===== src/rtl/rvm_mem_bridge_if.sv =====
// rvm_mem_bridge_if
//   Bus side of rvm_mem_bridge. It carries a valid/ready request channel and a
//   single-cycle valid response channel.
//   master : the bridge. It drives the request fields and receives the response.
//   slave  : the RAM/peripheral fabric.
//   Signals:
//     bus_req_valid  request valid
//     bus_req_ready  fabric accepts the request
//     bus_req_addr   word-aligned request address
//     bus_req_wdata  write data
//     bus_req_wstrb  byte strobes
//     bus_req_write  1 = write
//     bus_rsp_valid  response valid (one cycle)
//     bus_rsp_rdata  response read data
//     bus_rsp_error  response error
interface rvm_mem_bridge_if;
  logic        bus_req_valid;
  logic        bus_req_ready;
  logic [31:0] bus_req_addr;
  logic [31:0] bus_req_wdata;
  logic [3:0]  bus_req_wstrb;
  logic        bus_req_write;
  logic        bus_rsp_valid;
  logic [31:0] bus_rsp_rdata;
  logic        bus_rsp_error;

  modport master (
    output bus_req_valid,
    output bus_req_addr,
    output bus_req_wdata,
    output bus_req_wstrb,
    output bus_req_write,
    input  bus_req_ready,
    input  bus_rsp_valid,
    input  bus_rsp_rdata,
    input  bus_rsp_error
  );

  modport slave (
    input  bus_req_valid,
    input  bus_req_addr,
    input  bus_req_wdata,
    input  bus_req_wstrb,
    input  bus_req_write,
    output bus_req_ready,
    output bus_rsp_valid,
    output bus_rsp_rdata,
    output bus_rsp_error
  );
endinterface


===== src/rtl/rvm_mem_bridge.sv =====
// rvm_mem_bridge
//   Converts the rvm_core chip-enable/stall memory port into a valid/ready request
//   and valid response bus. Only one transaction is in flight at a time. The bridge
//   rejects misaligned accesses locally, without generating any bus traffic.
//   Ports:
//     clk, resetn       clock and asynchronous active-low reset
//     core_addr/wdata   core request address and write data
//     core_c_en         a request is present
//     core_b_en         byte enables; 0 = word read, nonzero = write
//     core_rdata/error  result, valid while core_stall is low in DONE; held otherwise
//     core_stall        the core holds its request while this is high
//     bus               rvm_mem_bridge_if.master toward the fabric
//   Build option RVM_MEM_BRIDGE_TIMEOUT_EN: a response timeout of TIMEOUT_CYCLES
//   cycles spent in REQ+RSP. A timeout in RSP leaves an orphan. The next response
//   is dropped, and new requests wait in IDLE until that happens.
module rvm_mem_bridge #(
  parameter int unsigned TIMEOUT_W      = 8,
  parameter int unsigned TIMEOUT_CYCLES = 200
) (
  input  logic                  clk,
  input  logic                  resetn,
  input  logic [31:0]           core_addr,
  input  logic [31:0]           core_wdata,
  input  logic                  core_c_en,
  input  logic [3:0]            core_b_en,
  output logic [31:0]           core_rdata,
  output logic                  core_error,
  output logic                  core_stall,
  rvm_mem_bridge_if.master      bus
);

  typedef enum logic [1:0] {StIdle, StReq, StRsp, StDone} state_e;

  state_e      state_q, state_d;
  logic [31:2] addr_q, addr_d;
  logic [31:0] wdata_q, wdata_d;
  logic [3:0]  wstrb_q, wstrb_d;
  logic        write_q, write_d;
  logic [31:0] rdata_q, rdata_d;
  logic        error_q, error_d;
  logic        idle_block;
  logic        timeout;

  // Legal write patterns are a byte at any offset, a halfword at an even offset, or
  // a full word at offset 0. A read is always a full word.
  function automatic logic is_aligned(input logic [1:0] a, input logic [3:0] be);
    logic ok;
    ok = 1'b0;
    if (be == 4'b0000) begin
      ok = (a == 2'b00);
    end else if (be == (4'b0001 << a)) begin
      ok = 1'b1;
    end else if (!a[0] && (be == (4'b0011 << a))) begin
      ok = 1'b1;
    end else if ((a == 2'b00) && (be == 4'b1111)) begin
      ok = 1'b1;
    end
    return ok;
  endfunction

`ifdef RVM_MEM_BRIDGE_TIMEOUT_EN
  logic [TIMEOUT_W-1:0] cnt_q, cnt_d;
  logic                 orphan_q, orphan_d;

  assign idle_block = orphan_q;
  assign timeout    = ((state_q == StReq) || (state_q == StRsp)) &&
                      ((32'(cnt_q) + 32'd1) >= TIMEOUT_CYCLES);

  always_comb begin
    cnt_d    = cnt_q;
    orphan_d = orphan_q;
    if ((state_q == StIdle) && (state_d != StIdle)) begin
      cnt_d = '0;
    end else if ((state_q == StReq) || (state_q == StRsp)) begin
      cnt_d = cnt_q + TIMEOUT_W'(1);
    end
    // The fabric still owes a response for a request that timed out in RSP.
    if ((state_q == StRsp) && timeout && !bus.bus_rsp_valid) begin
      orphan_d = 1'b1;
    end else if (orphan_q && bus.bus_rsp_valid) begin
      orphan_d = 1'b0;
    end
  end

  always_ff @(posedge clk or negedge resetn) begin
    if (!resetn) begin
      cnt_q    <= '0;
      orphan_q <= 1'b0;
    end else begin
      cnt_q    <= cnt_d;
      orphan_q <= orphan_d;
    end
  end
`else
  logic [31:0] unused_cfg;
  assign unused_cfg = TIMEOUT_W ^ TIMEOUT_CYCLES;
  assign idle_block = 1'b0;
  assign timeout    = 1'b0;
`endif

  always_comb begin
    state_d = state_q;
    addr_d  = addr_q;
    wdata_d = wdata_q;
    wstrb_d = wstrb_q;
    write_d = write_q;
    rdata_d = rdata_q;
    error_d = error_q;
    unique case (state_q)
      StIdle: begin
        if (core_c_en && !idle_block) begin
          addr_d  = core_addr[31:2];
          wdata_d = core_wdata;
          wstrb_d = core_b_en;
          write_d = |core_b_en;
          if (is_aligned(core_addr[1:0], core_b_en)) begin
            state_d = StReq;
          end else begin
            state_d = StDone;
            rdata_d = '0;
            error_d = 1'b1;
          end
        end
      end
      StReq: begin
        // An accepted request wins over a timeout in the same cycle.
        if (bus.bus_req_ready) begin
          state_d = StRsp;
        end else if (timeout) begin
          state_d = StDone;
          rdata_d = '0;
          error_d = 1'b1;
        end
      end
      StRsp: begin
        if (bus.bus_rsp_valid) begin
          state_d = StDone;
          rdata_d = write_q ? 32'h0 : bus.bus_rsp_rdata;
          error_d = bus.bus_rsp_error;
        end else if (timeout) begin
          state_d = StDone;
          rdata_d = '0;
          error_d = 1'b1;
        end
      end
      StDone: begin
        state_d = StIdle;
      end
      default: begin
        state_d = StIdle;
      end
    endcase
  end

  always_ff @(posedge clk or negedge resetn) begin
    if (!resetn) begin
      state_q <= StIdle;
      addr_q  <= '0;
      wdata_q <= '0;
      wstrb_q <= '0;
      write_q <= 1'b0;
      rdata_q <= '0;
      error_q <= 1'b0;
    end else begin
      state_q <= state_d;
      addr_q  <= addr_d;
      wdata_q <= wdata_d;
      wstrb_q <= wstrb_d;
      write_q <= write_d;
      rdata_q <= rdata_d;
      error_q <= error_d;
    end
  end

  assign bus.bus_req_valid = (state_q == StReq);
  assign bus.bus_req_addr  = {addr_q, 2'b00};
  assign bus.bus_req_wdata = wdata_q;
  assign bus.bus_req_wstrb = wstrb_q;
  assign bus.bus_req_write = write_q;

  assign core_rdata = rdata_q;
  assign core_error = error_q;
  // The stall is forced low while resetn is held, even though the state is async-reset.
  assign core_stall = resetn & core_c_en & (state_q != StDone);

endmodule


===== src/flat_wrapper.sv =====
// flat-port wrapper written by rule: the top's interface ports become plain ports
module rvm_mem_bridge_flat 
#(
  parameter int unsigned TIMEOUT_W      = 8,
  parameter int unsigned TIMEOUT_CYCLES = 200
)
  (clk, resetn, core_addr, core_wdata, core_c_en, core_b_en, core_rdata, core_error, core_stall, bus_bus_req_valid, bus_bus_req_addr, bus_bus_req_wdata, bus_bus_req_wstrb, bus_bus_req_write, bus_bus_req_ready, bus_bus_rsp_valid, bus_bus_rsp_rdata, bus_bus_rsp_error);
  rvm_mem_bridge_if bus_i ();
  input  logic clk;
  input  logic resetn;
  input  logic [31:0] core_addr;
  input  logic [31:0] core_wdata;
  input  logic core_c_en;
  input  logic [3:0] core_b_en;
  output logic [31:0] core_rdata;
  output logic core_error;
  output logic core_stall;
  output wire logic [$bits(bus_i.bus_req_valid)-1:0] bus_bus_req_valid;
  output wire logic [$bits(bus_i.bus_req_addr)-1:0] bus_bus_req_addr;
  output wire logic [$bits(bus_i.bus_req_wdata)-1:0] bus_bus_req_wdata;
  output wire logic [$bits(bus_i.bus_req_wstrb)-1:0] bus_bus_req_wstrb;
  output wire logic [$bits(bus_i.bus_req_write)-1:0] bus_bus_req_write;
  input wire logic [$bits(bus_i.bus_req_ready)-1:0] bus_bus_req_ready;
  input wire logic [$bits(bus_i.bus_rsp_valid)-1:0] bus_bus_rsp_valid;
  input wire logic [$bits(bus_i.bus_rsp_rdata)-1:0] bus_bus_rsp_rdata;
  input wire logic [$bits(bus_i.bus_rsp_error)-1:0] bus_bus_rsp_error;
  assign bus_bus_req_valid = bus_i.bus_req_valid;
  assign bus_bus_req_addr = bus_i.bus_req_addr;
  assign bus_bus_req_wdata = bus_i.bus_req_wdata;
  assign bus_bus_req_wstrb = bus_i.bus_req_wstrb;
  assign bus_bus_req_write = bus_i.bus_req_write;
  assign bus_i.bus_req_ready = bus_bus_req_ready;
  assign bus_i.bus_rsp_valid = bus_bus_rsp_valid;
  assign bus_i.bus_rsp_rdata = bus_bus_rsp_rdata;
  assign bus_i.bus_rsp_error = bus_bus_rsp_error;
  rvm_mem_bridge #(.TIMEOUT_W(TIMEOUT_W), .TIMEOUT_CYCLES(TIMEOUT_CYCLES)) u_core (.clk(clk), .resetn(resetn), .core_addr(core_addr), .core_wdata(core_wdata), .core_c_en(core_c_en), .core_b_en(core_b_en), .core_rdata(core_rdata), .core_error(core_error), .core_stall(core_stall), .bus(bus_i));
endmodule

===== config.mk =====
export PLATFORM = sky130hd
export DESIGN_NAME = rvm_mem_bridge_flat
export DESIGN_NICKNAME = d
export VERILOG_FILES = /design/src/rtl/rvm_mem_bridge_if.sv /design/src/rtl/rvm_mem_bridge.sv /design/src/flat_wrapper.sv
export SDC_FILE = /design/constraint.sdc
export NUM_CORES = 1
export LEC_CHECK = 0
export CAP_MARGIN = 20
export CORE_MARGIN = 1
export CORE_UTILIZATION = 43
export DETAILED_ROUTE_END_ITERATION = 12
export PLACE_DENSITY = 0.88
export SLEW_MARGIN = 10
export SYNTH_ARGS = -nofsm -noshare
export SYNTH_HDL_FRONTEND = slang
export SYNTH_SLANG_ARGS = --single-unit
export TNS_END_PERCENT = 1

===== constraint.sdc =====
create_clock -name clk -period 3.2 [get_ports clk]
set_input_delay 0.64 -clock clk [delete_from_list [all_inputs] [get_ports clk]]
set_output_delay 0.64 -clock clk [all_outputs]
set_load 0.01 [all_outputs]

==> run_summary.xml, run 1 <==
<?xml version="1.0" encoding="UTF-8"?>
<metrics>
  <group name="clocking">
    <metric name="clockBufferDepth" unit="">2</metric>
    <metric name="post-cts-setup-buffers" unit="">0</metric>
    <metric name="cts_hold_buf" unit="">0</metric>
    <metric name="root_buffer" unit="">sky130_fd_sc_hd__clkbuf_8</metric>
    <metric name="clock_transition_at_the_register_clock_pins_on_the_worst_setup_and_hold_paths_after_cts" unit="ns">0.11</metric>
    <metric name="tritoncts_clock_tree" unit="">built</metric>
    <metric name="clk_sinks" unit="">102</metric>
    <metric name="resized_after_cts" unit="">0</metric>
    <metric name="clock_tree.htree_level_count" unit="">3</metric>
    <metric name="worstSkewPairLatency" unit="ns">0.36</metric>
    <metric name="cts_inserted_buffers" unit="">9</metric>
  </group>
  <group name="global_route">
    <metric name="pin_count_of_the_biggest_net_entering_global_routing" unit="">54</metric>
    <metric name="groute.usage.overall" unit="">0.210</metric>
    <metric name="first_global_vias" unit="">3214</metric>
    <metric name="grt_antenna_before_repair" unit="">0</metric>
    <metric name="overflow" unit="">0</metric>
    <metric name="wire_length_of_the_first_global_routing_pass" unit="mm">16.0</metric>
  </group>
  <group name="status">
    <metric name="status" unit="">finished, final reports clean</metric>
  </group>
  <group name="route">
    <metric name="detail_route.iter0.violations" unit="">89</metric>
    <metric name="route.antenna.remaining_nets" unit="">0</metric>
    <metric name="via_count" unit="">3080</metric>
    <metric name="drt-wirelength-per-cell" unit="um">16.8</metric>
    <metric name="finalWirelength" unit="mm">10.0</metric>
    <metric name="first_pass_iters" unit="">4</metric>
    <metric name="post_drt_via_cell_ratio" unit="">5.15</metric>
    <metric name="drc" unit="">0</metric>
  </group>
  <group name="synthesis">
    <metric name="synth_edf_count" unit="">0</metric>
    <metric name="synth.yosys.warnings" unit="">0</metric>
    <metric name="yosysUniqueCellTypes" unit="">32</metric>
    <metric name="synthArstFlopShare" unit="">1.00</metric>
    <metric name="ys_dominant_reg_cell" unit="">sky130_fd_sc_hd__dfrtp_1</metric>
    <metric name="synth_top_cell_by_area" unit="">sky130_fd_sc_hd__dfrtp_1</metric>
    <metric name="post_synth_instance_area" unit="sq mm">0.00406</metric>
    <metric name="synth.avg_cell_area" unit="sq um">15.0</metric>
    <metric name="syn-instance-count" unit="">270</metric>
    <metric name="post_synth_main_area_contributors" unit="">sky130_fd_sc_hd__dfrtp_1 63%, sky130_fd_sc_hd__mux2_2 18%, sky130_fd_sc_hd__a22o_1 6.9%</metric>
    <metric name="synth.yosys.seq_area_share" unit="">0.628</metric>
    <metric name="synth-seq-cells" unit="">102</metric>
    <metric name="synth.top_cell.area_share" unit="">0.628</metric>
  </group>
  <group name="placed_design">
    <metric name="finalWeightedCongestion" unit="">0.856</metric>
    <metric name="dp_hpwl" unit="mm">7.52</metric>
    <metric name="port-buffer-count" unit="">207</metric>
  </group>
  <group name="sta">
    <metric name="timing.final.max_slew_violations" unit="">0</metric>
    <metric name="setup-violations-final" unit="">0</metric>
    <metric name="finalHoldWorstSlack" unit="ns">0.405</metric>
    <metric name="fmax" unit="GHz">0.367</metric>
    <metric name="maxSlewHeadroom" unit="">0.555</metric>
    <metric name="worst-slew-pin-transition" unit="ns">0.668</metric>
    <metric name="min_period" unit="ns">2.72</metric>
    <metric name="finalHoldViolCount" unit="">0</metric>
    <metric name="setup-tns-final" unit="ns">0</metric>
    <metric name="skew" unit="ns">0.0172</metric>
    <metric name="finalCritPeriodShare" unit="">0.851</metric>
    <metric name="rsz0062_at_grt" unit="">no</metric>
  </group>
  <group name="critical_path">
    <metric name="cp_cell_sequence" unit="">clkdlybuf4s50_1, inv_1, ha_1, xor2_1, or4_1, o221ai_2, a21o_2, mux2_2</metric>
    <metric name="nature_of_the_critical_path_startpoint" unit="">primary input</metric>
    <metric name="cp_num_buf_inv" unit="">2</metric>
    <metric name="worstSetupEndpointType" unit="">flop</metric>
    <metric name="worstPathArrival" unit="ns">2.95</metric>
    <metric name="crit_family" unit="">buffers and inverters</metric>
    <metric name="critical-path-slowest-cell" unit="">sky130_fd_sc_hd__or4_1</metric>
    <metric name="critical_path.max_fanout" unit="">3</metric>
    <metric name="required" unit="ns">3.43</metric>
    <metric name="critPathMaxStageDelay" unit="ns">0.52</metric>
    <metric name="criticalPathCategory" unit="">primary input to flop</metric>
  </group>
  <group name="layout">
    <metric name="final.fill_count" unit="">648</metric>
    <metric name="combined_area_of_the_multi_input_logic_cells" unit="sq mm">0.00139</metric>
    <metric name="insertedDiodeCount" unit="">0</metric>
    <metric name="share_of_cells_above_drive_strength_1" unit="">0.195</metric>
    <metric name="layout.core_utilization" unit="">0.700</metric>
    <metric name="final_nets" unit="">596</metric>
    <metric name="register_cell_area_after_layout" unit="sq mm">0.00255</metric>
    <metric name="syn2layout_area_growth" unit="%">58.5</metric>
  </group>
  <group name="die">
    <metric name="die-width" unit="um">99.2</metric>
    <metric name="chipHeight" unit="um">99.2</metric>
    <metric name="fp.dieArea" unit="sq mm">0.00984</metric>
    <metric name="floorplan.core_area" unit="sq mm">0.00920</metric>
    <metric name="initial_core_util" unit="">0.442</metric>
    <metric name="fp-row-count" unit="">35</metric>
    <metric name="io-pin-count" unit="">210</metric>
  </group>
  <group name="pwr">
    <metric name="power.density_cell_area" unit="mW/mm^2">923</metric>
    <metric name="static-leakage-power" unit="nW">2.78</metric>
    <metric name="vdd_drop_max" unit="mV">0.445</metric>
  </group>
  <group name="min_path">
    <metric name="min_path_type" unit="">primary input to asynchronous set/reset pin</metric>
  </group>
  <group name="flow_run">
    <metric name="maxCapViolCount" unit="">0</metric>
  </group>
</metrics>
registers in the layout (all words and copies together) (netlist names):
signal and count:
u_core.addr_q 30, u_core.bus.bus_req_wdata 32, u_core.bus.bus_req_write 1, u_core.bus.bus_req_wstrb 4, u_core.core_error 1, u_core.core_rdata 32
u_core.state_q 2
cells by family after synthesis:
kind of cell | share of synthesized area
compound gates | 0.0986
buf+inv | 0.0314
xor+xnor | 0.00862
flops | 0.628
fa+ha+maj | 0.0246
other cells | 0.000923
mux | 0.183
simple gates | 0.0246
cell usage in the layout (no fill, tap or decap), types with 3 or more instances in the layout:
cell                              count
sky130_fd_sc_hd__xor2_1               4
sky130_fd_sc_hd__clkinv_4             3
sky130_fd_sc_hd__nor2_1               3
sky130_fd_sc_hd__inv_1                8
sky130_fd_sc_hd__nand2_1              5
sky130_fd_sc_hd__ha_1                 8
sky130_fd_sc_hd__dfrtp_1            102
sky130_fd_sc_hd__mux2_2              66
sky130_fd_sc_hd__buf_4                7
sky130_fd_sc_hd__clkinvlp_4           3
sky130_fd_sc_hd__clkbuf_8             9
sky130_fd_sc_hd__clkdlybuf4s50_1    206
sky130_fd_sc_hd__a22o_1              32
power by group:
part / leakage [nW] / switching, mW / internal (mW)
Combinational: 1.44 / 1.11 / 1.83
Clock: 0.0787 / 0.439 / 0.287
Sequential: 1.26 / 0.340 / 1.93
Total: 2.78 / 1.89 / 4.05
per-layer routing:
layer,track usage,vias up,wire (um)
met3,0.0682,15,822
met4,0.0758,0,167
met2,0.365,146,5070
met1,0.243,1529,3980
met5,0,-,0
li1,-,1390,-
synth_stat cells (all sizes together) (3+ instances only):
master / number
buf: 14
nand2: 6
o221ai: 3
o21ai: 3
mux2: 66
nor2: 3
a21oi: 3
inv: 8
xor2: 4
dfrtp: 102
a22o: 32
ha: 8
stage by stage:
stage | total power, mW | std cells | instance area [sq um] | setup slack [ns]
after global routing | 6.31 | 598 | 6440 | 0.390
after global placement | 5.16 | 582 | 6260 | 0.230
after CTS | 6.02 | 598 | 6440 | 0.488
after floorplan | 3.57 | 271 | 4070 | 0.780
after detailed placement | 5.27 | 582 | 6260 | 0.133
final | 5.95 | 598 | 6440 | 0.477
area by class of cell:
| type | count | area share |
|---|---|---|
| Sequential cell | 102 | 0.396 |
| Clock inverter | 6 | 0.00758 |
| Multi-Input combinational cell | 146 | 0.216 |
| Timing Repair Buffer | 215 | 0.334 |
| Clock buffer | 10 | 0.0198 |
| Inverter | 8 | 0.00466 |
| Tap cell | 111 | 0.0216 |
path summary, 6_finish.rpt:
kind	slack, ns	endpoint	depth (start not counted)	startpoint
worst max-delay path	0.48	u_core.core_error	8	core_addr[0]
max in group asynchronous	1.69	u_core.addr_q[31]	3	resetn
worst min-delay path	0.41	u_core.bus.bus_req_wdata[3]	2	resetn
min in group clk	0.49	u_core.bus.bus_req_wstrb[3]	2	u_core.bus.bus_req_wstrb[3]
worst max register to register	1.41	u_core.addr_q[14]	5	u_core.state_q[0]
worst min register to register	0.49	u_core.bus.bus_req_wstrb[3]	2	u_core.bus.bus_req_wstrb[3]
Note: power is estimated with default switching activity, not from simulation.
==> inputs of run 2 (changes only) <==
--- a/config.mk
+++ b/config.mk
@@ -7,9 +7,10 @@
 export LEC_CHECK = 0
 export CAP_MARGIN = 20
 export CORE_MARGIN = 1
-export CORE_UTILIZATION = 43
+export CORE_UTILIZATION = 44
+export CTS_BUF_LIST = sky130_fd_sc_hd__clkbuf_2
 export DETAILED_ROUTE_END_ITERATION = 12
-export PLACE_DENSITY = 0.88
+export PLACE_DENSITY = 0.9
 export SLEW_MARGIN = 10
 export SYNTH_ARGS = -nofsm -noshare
 export SYNTH_HDL_FRONTEND = slang
==> run 2 against run 1 <==
  * The run now ends with DRC left
  * Total power fell by 1.0%
  * Clock skew rose by 0.0036 ns
  * Worst hold slack got worse by 0.31 ns
  * Largest power group unchanged
  * Highest routed layer unchanged
==> run_summary.xml, run 2 (same netlist as run 1, synthesis figures left out) <==
<?xml version="1.0" encoding="UTF-8"?>
<metrics>
  <group name="route">
    <metric name="finalWirelength" unit="mm">10.7</metric>
    <metric name="first_pass_iters" unit="">9</metric>
    <metric name="drc" unit="">13</metric>
    <metric name="drt-wirelength-per-cell" unit="um">17.8</metric>
    <metric name="detail_route.iter0.violations" unit="">124</metric>
    <metric name="via_count" unit="">3134</metric>
    <metric name="route.antenna.remaining_nets" unit="">0</metric>
    <metric name="post_drt_via_cell_ratio" unit="">5.23</metric>
  </group>
  <group name="sta">
    <metric name="rsz0062_at_grt" unit="">no</metric>
    <metric name="skew" unit="ns">0.0208</metric>
    <metric name="fmax" unit="GHz">0.385</metric>
    <metric name="finalCritPeriodShare" unit="">0.811</metric>
    <metric name="setup-violations-final" unit="">0</metric>
    <metric name="worst-slew-pin-transition" unit="ns">0.814</metric>
    <metric name="maxSlewHeadroom" unit="">0.457</metric>
    <metric name="postLayoutSetupSlackWorst" unit="ns">0.603</metric>
    <metric name="timing.final.max_slew_violations" unit="">0</metric>
    <metric name="min_period" unit="ns">2.60</metric>
    <metric name="finalHoldWorstSlack" unit="ns">0.0941</metric>
    <metric name="finalHoldViolCount" unit="">0</metric>
  </group>
  <group name="die">
    <metric name="fp-row-count" unit="">34</metric>
    <metric name="floorplan.core_area" unit="sq mm">0.00885</metric>
    <metric name="die-width" unit="um">98.1</metric>
    <metric name="initial_core_util" unit="">0.459</metric>
    <metric name="io-pin-count" unit="">210</metric>
    <metric name="fp.dieArea" unit="sq mm">0.00962</metric>
    <metric name="chipHeight" unit="um">98.1</metric>
  </group>
  <group name="global_route">
    <metric name="pin_count_of_the_biggest_net_entering_global_routing" unit="">70</metric>
    <metric name="first_global_vias" unit="">3498</metric>
    <metric name="overflow" unit="">0</metric>
    <metric name="grt_antenna_before_repair" unit="">0</metric>
    <metric name="wire_length_of_the_first_global_routing_pass" unit="mm">17.6</metric>
    <metric name="groute.usage.overall" unit="">0.235</metric>
  </group>
  <group name="clocking">
    <metric name="cts_hold_buf" unit="">0</metric>
    <metric name="post-cts-setup-buffers" unit="">0</metric>
    <metric name="clock_transition_at_the_register_clock_pins_on_the_worst_setup_and_hold_paths_after_cts" unit="ns">0.29</metric>
    <metric name="worstSkewPairLatency" unit="ns">0.56</metric>
    <metric name="tritoncts_clock_tree" unit="">built</metric>
    <metric name="root_buffer" unit="">sky130_fd_sc_hd__clkbuf_2</metric>
    <metric name="cts_inserted_buffers" unit="">9</metric>
    <metric name="clk_sinks" unit="">102</metric>
    <metric name="clockBufferDepth" unit="">2</metric>
    <metric name="clock_tree.htree_level_count" unit="">3</metric>
    <metric name="resized_after_cts" unit="">0</metric>
  </group>
  <group name="layout">
    <metric name="final.fill_count" unit="">636</metric>
    <metric name="final_nets" unit="">600</metric>
    <metric name="layout.cells.most_common" unit="">sky130_fd_sc_hd__clkdlybuf4s50_1</metric>
    <metric name="insertedDiodeCount" unit="">0</metric>
    <metric name="commonest_cells_after_routing_fill_and_taps_aside" unit="">206 x sky130_fd_sc_hd__clkdlybuf4s50_1, 102 x sky130_fd_sc_hd__dfrtp_1, 66 x sky130_fd_sc_hd__mux2_2</metric>
    <metric name="share_of_cells_above_drive_strength_1" unit="">0.202</metric>
    <metric name="layout.core_utilization" unit="">0.724</metric>
    <metric name="fin_cells" unit="">599</metric>
    <metric name="syn2layout_area_growth" unit="%">57.7</metric>
  </group>
  <group name="placed_design">
    <metric name="dp_hpwl" unit="mm">7.98</metric>
    <metric name="dp_cells" unit="">583</metric>
    <metric name="port-buffer-count" unit="">207</metric>
    <metric name="detailedPlace.worstSlack" unit="ns">0.0379</metric>
    <metric name="finalWeightedCongestion" unit="">0.819</metric>
  </group>
  <group name="critical_path">
    <metric name="worstPathArrival" unit="ns">1.96</metric>
    <metric name="criticalPathCategory" unit="">flop to output pin</metric>
    <metric name="reg2reg_slack" unit="ns">1.18</metric>
    <metric name="rr_startpoint" unit="">u_core.state_q[0]</metric>
    <metric name="required" unit="ns">2.56</metric>
    <metric name="nature_of_the_critical_path_startpoint" unit="">flop</metric>
    <metric name="cp_cell_sequence" unit="">ha_1, nor2_1, clkdlybuf4s50_1</metric>
    <metric name="critical_path.reg2reg.endpoint" unit="">u_core.core_rdata[22]</metric>
    <metric name="worstSetupEndpointType" unit="">output pin</metric>
    <metric name="critical-path-slowest-cell" unit="">sky130_fd_sc_hd__clkdlybuf4s50_1</metric>
    <metric name="crit_family" unit="">buffers and inverters</metric>
    <metric name="timing.reg2reg.worst_path_depth" unit="">7</metric>
    <metric name="critical_path.max_fanout" unit="">3</metric>
    <metric name="critPathMaxStageDelay" unit="ns">0.57</metric>
    <metric name="cp_num_buf_inv" unit="">1</metric>
  </group>
  <group name="pwr">
    <metric name="combinationalPowerShare" unit="">0.506</metric>
    <metric name="pwr-share-seq" unit="">0.386</metric>
    <metric name="total_power" unit="mW">5.88</metric>
    <metric name="vdd_drop_max" unit="mV">0.533</metric>
    <metric name="power.density_cell_area" unit="mW/mm^2">918</metric>
    <metric name="cell_internal_pwr" unit="mW">3.94</metric>
    <metric name="static-leakage-power" unit="nW">2.80</metric>
    <metric name="switching_share" unit="">0.331</metric>
    <metric name="clock_power_share" unit="">0.108</metric>
    <metric name="switching_power" unit="mW">1.95</metric>
  </group>
  <group name="min_path">
    <metric name="min_path_type" unit="">primary input to asynchronous set/reset pin</metric>
  </group>
  <group name="status">
    <metric name="status" unit="">finished, violations left</metric>
    <metric name="failed_checks" unit="">DRC</metric>
  </group>
  <group name="flow_run">
    <metric name="maxCapViolCount" unit="">0</metric>
  </group>
</metrics>
-- run 2: routing by layer --
layer | routed length, um | up-vias | GRT usage
li1 | - | 1402 | -
met5 | 0 | - | 0
met4 | 304 | 0 | 0.105
met2 | 5540 | 158 | 0.415
met3 | 941 | 29 | 0.0809
met1 | 3870 | 1545 | 0.254
-- run 2: cell type report --
class                   count  area (sq um)  share of cell area
clock inverters             7          80.1              0.0125
flip-flops and latches    102          2550               0.398
repair buffers            219          2180               0.340
clock buffers               9          45.0             0.00703
well taps                 108           135              0.0211
multi-input cells         146          1390               0.217
inverters                   8          30.0             0.00469
-- run 2: metrics by stage --
stage / instance area (sq um) / setup TNS [ns]
floorplan: 4070 / 0
global placement: 6270 / -0.114
detailed placement: 6280 / 0
CTS: 6410 / 0
global route: 6410 / 0
finish: 6410 / 0
-- run 2: power groups by stage --
stage | clock [mW] | sequential (mW) | combinational (mW)
finish | 0.634 | 2.27 | 2.98
global route | 0.709 | 2.36 | 3.17
CTS | 0.658 | 2.28 | 3.01
detailed placement | 0 | 2.30 | 3.00
global placement | 0 | 2.27 | 2.89
floorplan | 0 | 2.57 | 1.00
-- run 2: worst max-delay path by stage --
stage,slack [ns],from,to,depth (start not counted)
after floorplan,0.78,core_addr[0],u_core.core_error,7
after global placement,-0.006,core_addr[0],u_core.core_rdata[11],8
after detailed placement,0.04,core_addr[0],u_core.core_rdata[22],9
after CTS,0.57,u_core.state_q[0],core_stall,3
after global routing,0.47,u_core.state_q[0],core_stall,3
final,0.60,u_core.state_q[0],core_stall,3
